$ cat config.mk
export PLATFORM = sky130hd
export DESIGN_NAME = uart_rx_oversample
export DESIGN_NICKNAME = d
export VERILOG_FILES = /design/src/rtl/uart_rx_oversample.sv
export SDC_FILE = /design/constraint.sdc
export NUM_CORES = 1
export LEC_CHECK = 0
export BUFFER_PORTS_ARGS = -buffer_cell sky130_fd_sc_hd__buf_2
export CAP_MARGIN = 20
export CORE_ASPECT_RATIO = 1.4
export CORE_UTILIZATION = 26
export DETAILED_ROUTE_END_ITERATION = 12
export MAX_ROUTING_LAYER = met4
export PLACE_DENSITY = 0.46
export SYNTH_ARGS = -nofsm -noshare
export SYNTH_HDL_FRONTEND = slang
export SYNTH_SLANG_ARGS = --single-unit
$ cat constraint.sdc
create_clock -name clk -period 3.4 [get_ports clk]
set_input_delay 0.51 -clock clk [delete_from_list [all_inputs] [get_ports clk]]
set_output_delay 0.51 -clock clk [all_outputs]
set_load 0.01 [all_outputs]
$ cat src/rtl/uart_rx_oversample.sv
// 8N1 UART receiver: oversampled, majority-voted bits, ready/valid byte output
// with framing and overrun pulses.
module uart_rx_oversample #(
   parameter int CLOCK_FREQ = 125_000_000,
   parameter int BAUD_RATE  = 115_200,
   parameter int OVERSAMPLE = 16
) (
   input  logic       clk,
   input  logic       rst_n,
   input  logic       serial_in,
   output logic [7:0] data_out,
   output logic       data_out_valid,
   input  logic       data_out_ready,
   output logic       framing_error,
   output logic       overrun_error,
   output logic       rx_busy
);
   // state     | meaning
   // IDLE      | line idle, waiting for a low rx_s
   // START     | qualifying the start bit by mid-bit vote
   // DATA      | shifting in 8 data bits, LSB first
   // STOP      | voting the stop bit, deliver or flag framing
   // WAIT_IDLE | after a framing error, wait for the line to return high

   localparam int TICK_CNT_MAX = CLOCK_FREQ / (BAUD_RATE * OVERSAMPLE);
   localparam int TW = $clog2(TICK_CNT_MAX);
   localparam int SW = $clog2(OVERSAMPLE);
   localparam int H  = OVERSAMPLE / 2;
   localparam logic [TW-1:0] TICK_LAST = TW'(TICK_CNT_MAX - 1);
   localparam logic [SW-1:0] S_PRE  = SW'(H - 1);
   localparam logic [SW-1:0] S_MID  = SW'(H);
   localparam logic [SW-1:0] S_VOTE = SW'(H + 1);
   localparam logic [SW-1:0] S_LAST = SW'(OVERSAMPLE - 1);

   typedef enum logic [2:0] {IDLE, START, DATA, STOP, WAIT_IDLE} state_t;

   state_t        state_q, state_d;
   logic          rx_meta_q, rx_meta_d, rx_s_q, rx_s_d;
   logic [TW-1:0] tick_cnt_q, tick_cnt_d;
   logic [SW-1:0] s_q, s_d;
   logic [2:0]    bit_idx_q, bit_idx_d;
   logic          samp0_q, samp0_d, samp1_q, samp1_d;
   logic [7:0]    shift_q, shift_d;
   logic          deliver_q, deliver_d;
   logic [7:0]    data_q, data_d;
   logic          valid_q, valid_d;
   logic          framing_q, framing_d;
   logic          overrun_q, overrun_d;
   logic          tick, vote;

   always_comb begin
      state_d    = state_q;
      rx_meta_d  = serial_in;
      rx_s_d     = rx_meta_q;
      tick       = (tick_cnt_q == TICK_LAST);
      tick_cnt_d = tick ? '0 : tick_cnt_q + 1'b1;
      s_d        = s_q;
      bit_idx_d  = bit_idx_q;
      samp0_d    = samp0_q;
      samp1_d    = samp1_q;
      shift_d    = shift_q;
      deliver_d  = 1'b0;
      data_d     = data_q;
      valid_d    = valid_q;
      framing_d  = 1'b0;
      overrun_d  = 1'b0;
      vote = (samp0_q & samp1_q) | (samp0_q & rx_s_q) | (samp1_q & rx_s_q);

      if (tick && s_q == S_PRE) samp0_d = rx_s_q;
      if (tick && s_q == S_MID) samp1_d = rx_s_q;

      case (state_q)
         IDLE: begin
            s_d = '0;
            if (!rx_s_q) begin
               state_d    = START;
               tick_cnt_d = '0;
            end
         end
         START: if (tick) begin
            s_d = (s_q == S_LAST) ? '0 : s_q + 1'b1;
            if (s_q == S_VOTE && vote) begin
               state_d = IDLE;
               s_d     = '0;
            end else if (s_q == S_LAST) begin
               state_d   = DATA;
               bit_idx_d = '0;
            end
         end
         DATA: if (tick) begin
            s_d = (s_q == S_LAST) ? '0 : s_q + 1'b1;
            if (s_q == S_VOTE) shift_d = {vote, shift_q[7:1]};
            if (s_q == S_LAST) begin
               if (bit_idx_q == 3'd7) state_d = STOP;
               else                   bit_idx_d = bit_idx_q + 1'b1;
            end
         end
         STOP: if (tick) begin
            s_d = s_q + 1'b1;
            if (s_q == S_VOTE) begin
               s_d = '0;
               if (vote) begin
                  // Leave at mid-stop so a back-to-back start edge is not missed.
                  state_d   = IDLE;
                  deliver_d = 1'b1;
               end else begin
                  state_d   = WAIT_IDLE;
                  framing_d = 1'b1;
               end
            end
         end
         WAIT_IDLE: begin
            s_d = '0;
            if (rx_s_q) state_d = IDLE;
         end
         default: state_d = IDLE;
      endcase

      if (valid_q && data_out_ready) valid_d = 1'b0;
      if (deliver_q) begin
         if (!valid_q || data_out_ready) begin
            data_d  = shift_q;
            valid_d = 1'b1;
         end else begin
            overrun_d = 1'b1;
         end
      end
   end

   always_ff @(posedge clk) begin
      if (!rst_n) begin
         state_q    <= IDLE;
         rx_meta_q  <= 1'b1;
         rx_s_q     <= 1'b1;
         tick_cnt_q <= '0;
         s_q        <= '0;
         bit_idx_q  <= '0;
         samp0_q    <= 1'b0;
         samp1_q    <= 1'b0;
         shift_q    <= '0;
         deliver_q  <= 1'b0;
         data_q     <= '0;
         valid_q    <= 1'b0;
         framing_q  <= 1'b0;
         overrun_q  <= 1'b0;
      end else begin
         state_q    <= state_d;
         rx_meta_q  <= rx_meta_d;
         rx_s_q     <= rx_s_d;
         tick_cnt_q <= tick_cnt_d;
         s_q        <= s_d;
         bit_idx_q  <= bit_idx_d;
         samp0_q    <= samp0_d;
         samp1_q    <= samp1_d;
         shift_q    <= shift_d;
         deliver_q  <= deliver_d;
         data_q     <= data_d;
         valid_q    <= valid_d;
         framing_q  <= framing_d;
         overrun_q  <= overrun_d;
      end
   end

   assign data_out       = data_q;
   assign data_out_valid = valid_q;
   assign framing_error  = framing_q;
   assign overrun_error  = overrun_q;
   assign rx_busy        = (state_q == START) || (state_q == DATA) || (state_q == STOP);

endmodule

==> results_dict.tcl <==
set metrics [dict create \
    yosysMostFrequentCell "dfxtp_1" \
    track_usage 0.1144 \
    min_path_type "in -> reg" \
    ys.flop_type "dfxtp_1" \
    drc 0 \
    min_from "serial_in" \
    worst-setup-path-type "reg -> reg" \
    fin_hold_ws_ns 0.4163 \
    antenna_found_initial 0 \
    synth_nets 209 \
    core_um2 7027 \
    outcome "completed" \
    syn_inst 198 \
    end_kind "flip-flop" \
    rsz0062_at_grt "false" \
    routed_wl_mm 3.834 \
    vdd_ir_drop_max_mv 0.2743 \
    startpoint_type "flip-flop" \
    io_buffers 15 \
    dieArea_um2 7690 \
    maxCapViolations 0 \
    clkTransAtPathRegs_ns 0.08 \
    drt-initial-drc-count 26 \
    ys_seq_area_frac 0.4302 \
    cts_buffers 5 \
    synthToLayoutAreaGrowth_pct 13.05 \
    fin_crit_sh 0.5705 \
    crit_fanout 4 \
    diodes 0 \
    cts_tree "done" \
    synthTopCellsByArea "dfxtp_1, mux2i_1, nor2_1, ha_1, nand3_1" \
    clockBufferDepth 2 \
    cts.sinks 41 \
    maxSlewViolCount 0 \
    synth_seq_cells 41 \
    io_pins 16 \
    htree_levels 2 \
    clk_latency_ns 0.29 \
    synth_area_um2 1908 \
    ant_nets 0 \
    relSlewSlack 0.5075 \
    fin_setup_tns_ns 0 \
    startpoint "tick_cnt_q[0]" \
    finalSetupViolations 0 \
    required_ns 3.56 \
    cts_resized 0 \
    p_leak_nw 0.9610 \
    grt_pass1_wl_mm 6.444 \
    hpwl_mm 2.728 \
    r2r-start "tick_cnt_q[0]" \
    hold_buffers 0 \
    gp_congestion 0.7797 \
    fmax_mhz 515.6 \
    async_flop_share 0 \
    clockRootBuffer "clkbuf_8" \
    die-width_um 74.40 \
    die_h_um 103.4 \
    tightest_slew_ns 0.7380 \
    powerDensity_nw_per_um2 415.4 \
    nNetsFinal 222 \
    worstPathArrival_ns 2.09 \
    yosysUniqueCellTypes 43 \
    final_area_um2 2157 \
    grt_pass1_vias 1304 \
    synth_common_cells "dfxtp_1, nor2_1, mux2i_1" \
    rows 36 \
    placed_area_um2 2067 \
    ys.warnings.count 0 \
    hold_viol_final 0 \
    netlist.area_leader.share 0.4302 \
    syn_area_per_cell_um2 9.637 \
    wl_per_cell_um 12.53 \
    power.total_mw 0.8960 \
    start_util 0.2715 \
    drt_first_pass_iters 4 \
    synth_area_leader_cell "dfxtp_1" \
    synth_edf_count 0 \
    vias_per_cell 4.500 \
    fin_crit_ns 1.940 \
    cts_setup_buffers 0 \
    grt_max_degree 25 \
    clock-skew-final_ns 0.003758 \
    via_count 1377 \
    overflow 0 \
    drive_above_1_share 0.1469 \
]
-- logic make-up after synthesis --
kind of cell	synth area share
xor gates and xnor gates	0.02755
adders and majority gates	0.05115
buffers and inverters	0.03016
AOI/OAI and AO/OA	0.1279
muxes	0.1154
and+or+nand+nor	0.2177
DFF	0.4302
-- area by class of cell --
cell class | instances | area [um^2]
Fill cell | 790 | 4870
Multi-Input combinational cell | 142 | 1030
Sequential cell | 41 | 820.8
Tap cell | 95 | 118.9
Clock buffer | 6 | 82.58
Timing Repair Buffer | 15 | 75.07
Inverter | 6 | 22.52
Clock inverter | 1 | 7.507
-- worst paths after layout --
kind	to	slack, ns	cells after the start
min reg2reg	rx_s_q	0.42	1
min	rx_meta_q	0.42	2
max	samp0_q	1.46	7
max reg2reg	samp0_q	1.46	7
-- cell usage in the layout (no fill, tap or decap), drive strengths merged, types with 2 or more instances in the layout --
cell    synthesis  layout
nand2           9       9
o21ai           7       7
nor2           35      35
buf             1      15
dfxtp          41      41
o221ai          2       2
nor3            5       5
inv             6       6
o21bai          2       2
mux2i          22      22
xnor2           3       3
xor2            3       3
a21oi           4       4
nand3          12      12
a311oi          2       2
nor2b           2       2
clkbuf          8       6
nand2b          5       5
ha              7       7
and3            3       3
-- power breakdown --
| group | leakage, nW | switching (mW) | internal (mW) | total (mW) |
|---|---|---|---|---|
| logic | 0.586 | 0.0415 | 0.0261 | 0.0676 |
| clock network | 0.0433 | 0.170 | 0.161 | 0.330 |
| registers | 0.331 | 0.0111 | 0.487 | 0.498 |
-- metrics by stage --
step	utilization	std cells	setup WS, ns
floorplan	-	198	1.701
global placement	0.2942	299	1.396
detailed placement	0.2942	299	1.385
CTS	0.3070	306	1.467
global route	0.3070	306	1.298
finish	0.3070	306	1.460
-- worst max-delay path: stages, from the launching register on --
cell and delay [ns]:
dfxtp_1 0.34, inv_1 0.06, ha_1 0.19, nand4bb_4 0.17
or3_1 0.42, nor3_1 0.34, mux2i_1 0.23, nor2_1 0.05
-- layer usage --
layer	vias to the layer above	GRT usage	part of all wire
met5	-	-	0
met4	0	0.05225	0.018
met3	6	0.01744	0.023
met2	16	0.1885	0.50
met1	637	0.1357	0.46
li1	718	-	-
-- sequential cells by signal (all words and copies together), names as in the netlist --
register	count
data_out	8
shift_q	8
tick_cnt_q	7
s_q	4
bit_idx_q	3
state_q	3
data_out_valid	1
deliver_q	1
framing_error	1
overrun_error	1
rx_meta_q	1
rx_s_q	1
samp0_q	1
samp1_q	1
Note: power is estimated with default switching activity, not from simulation.
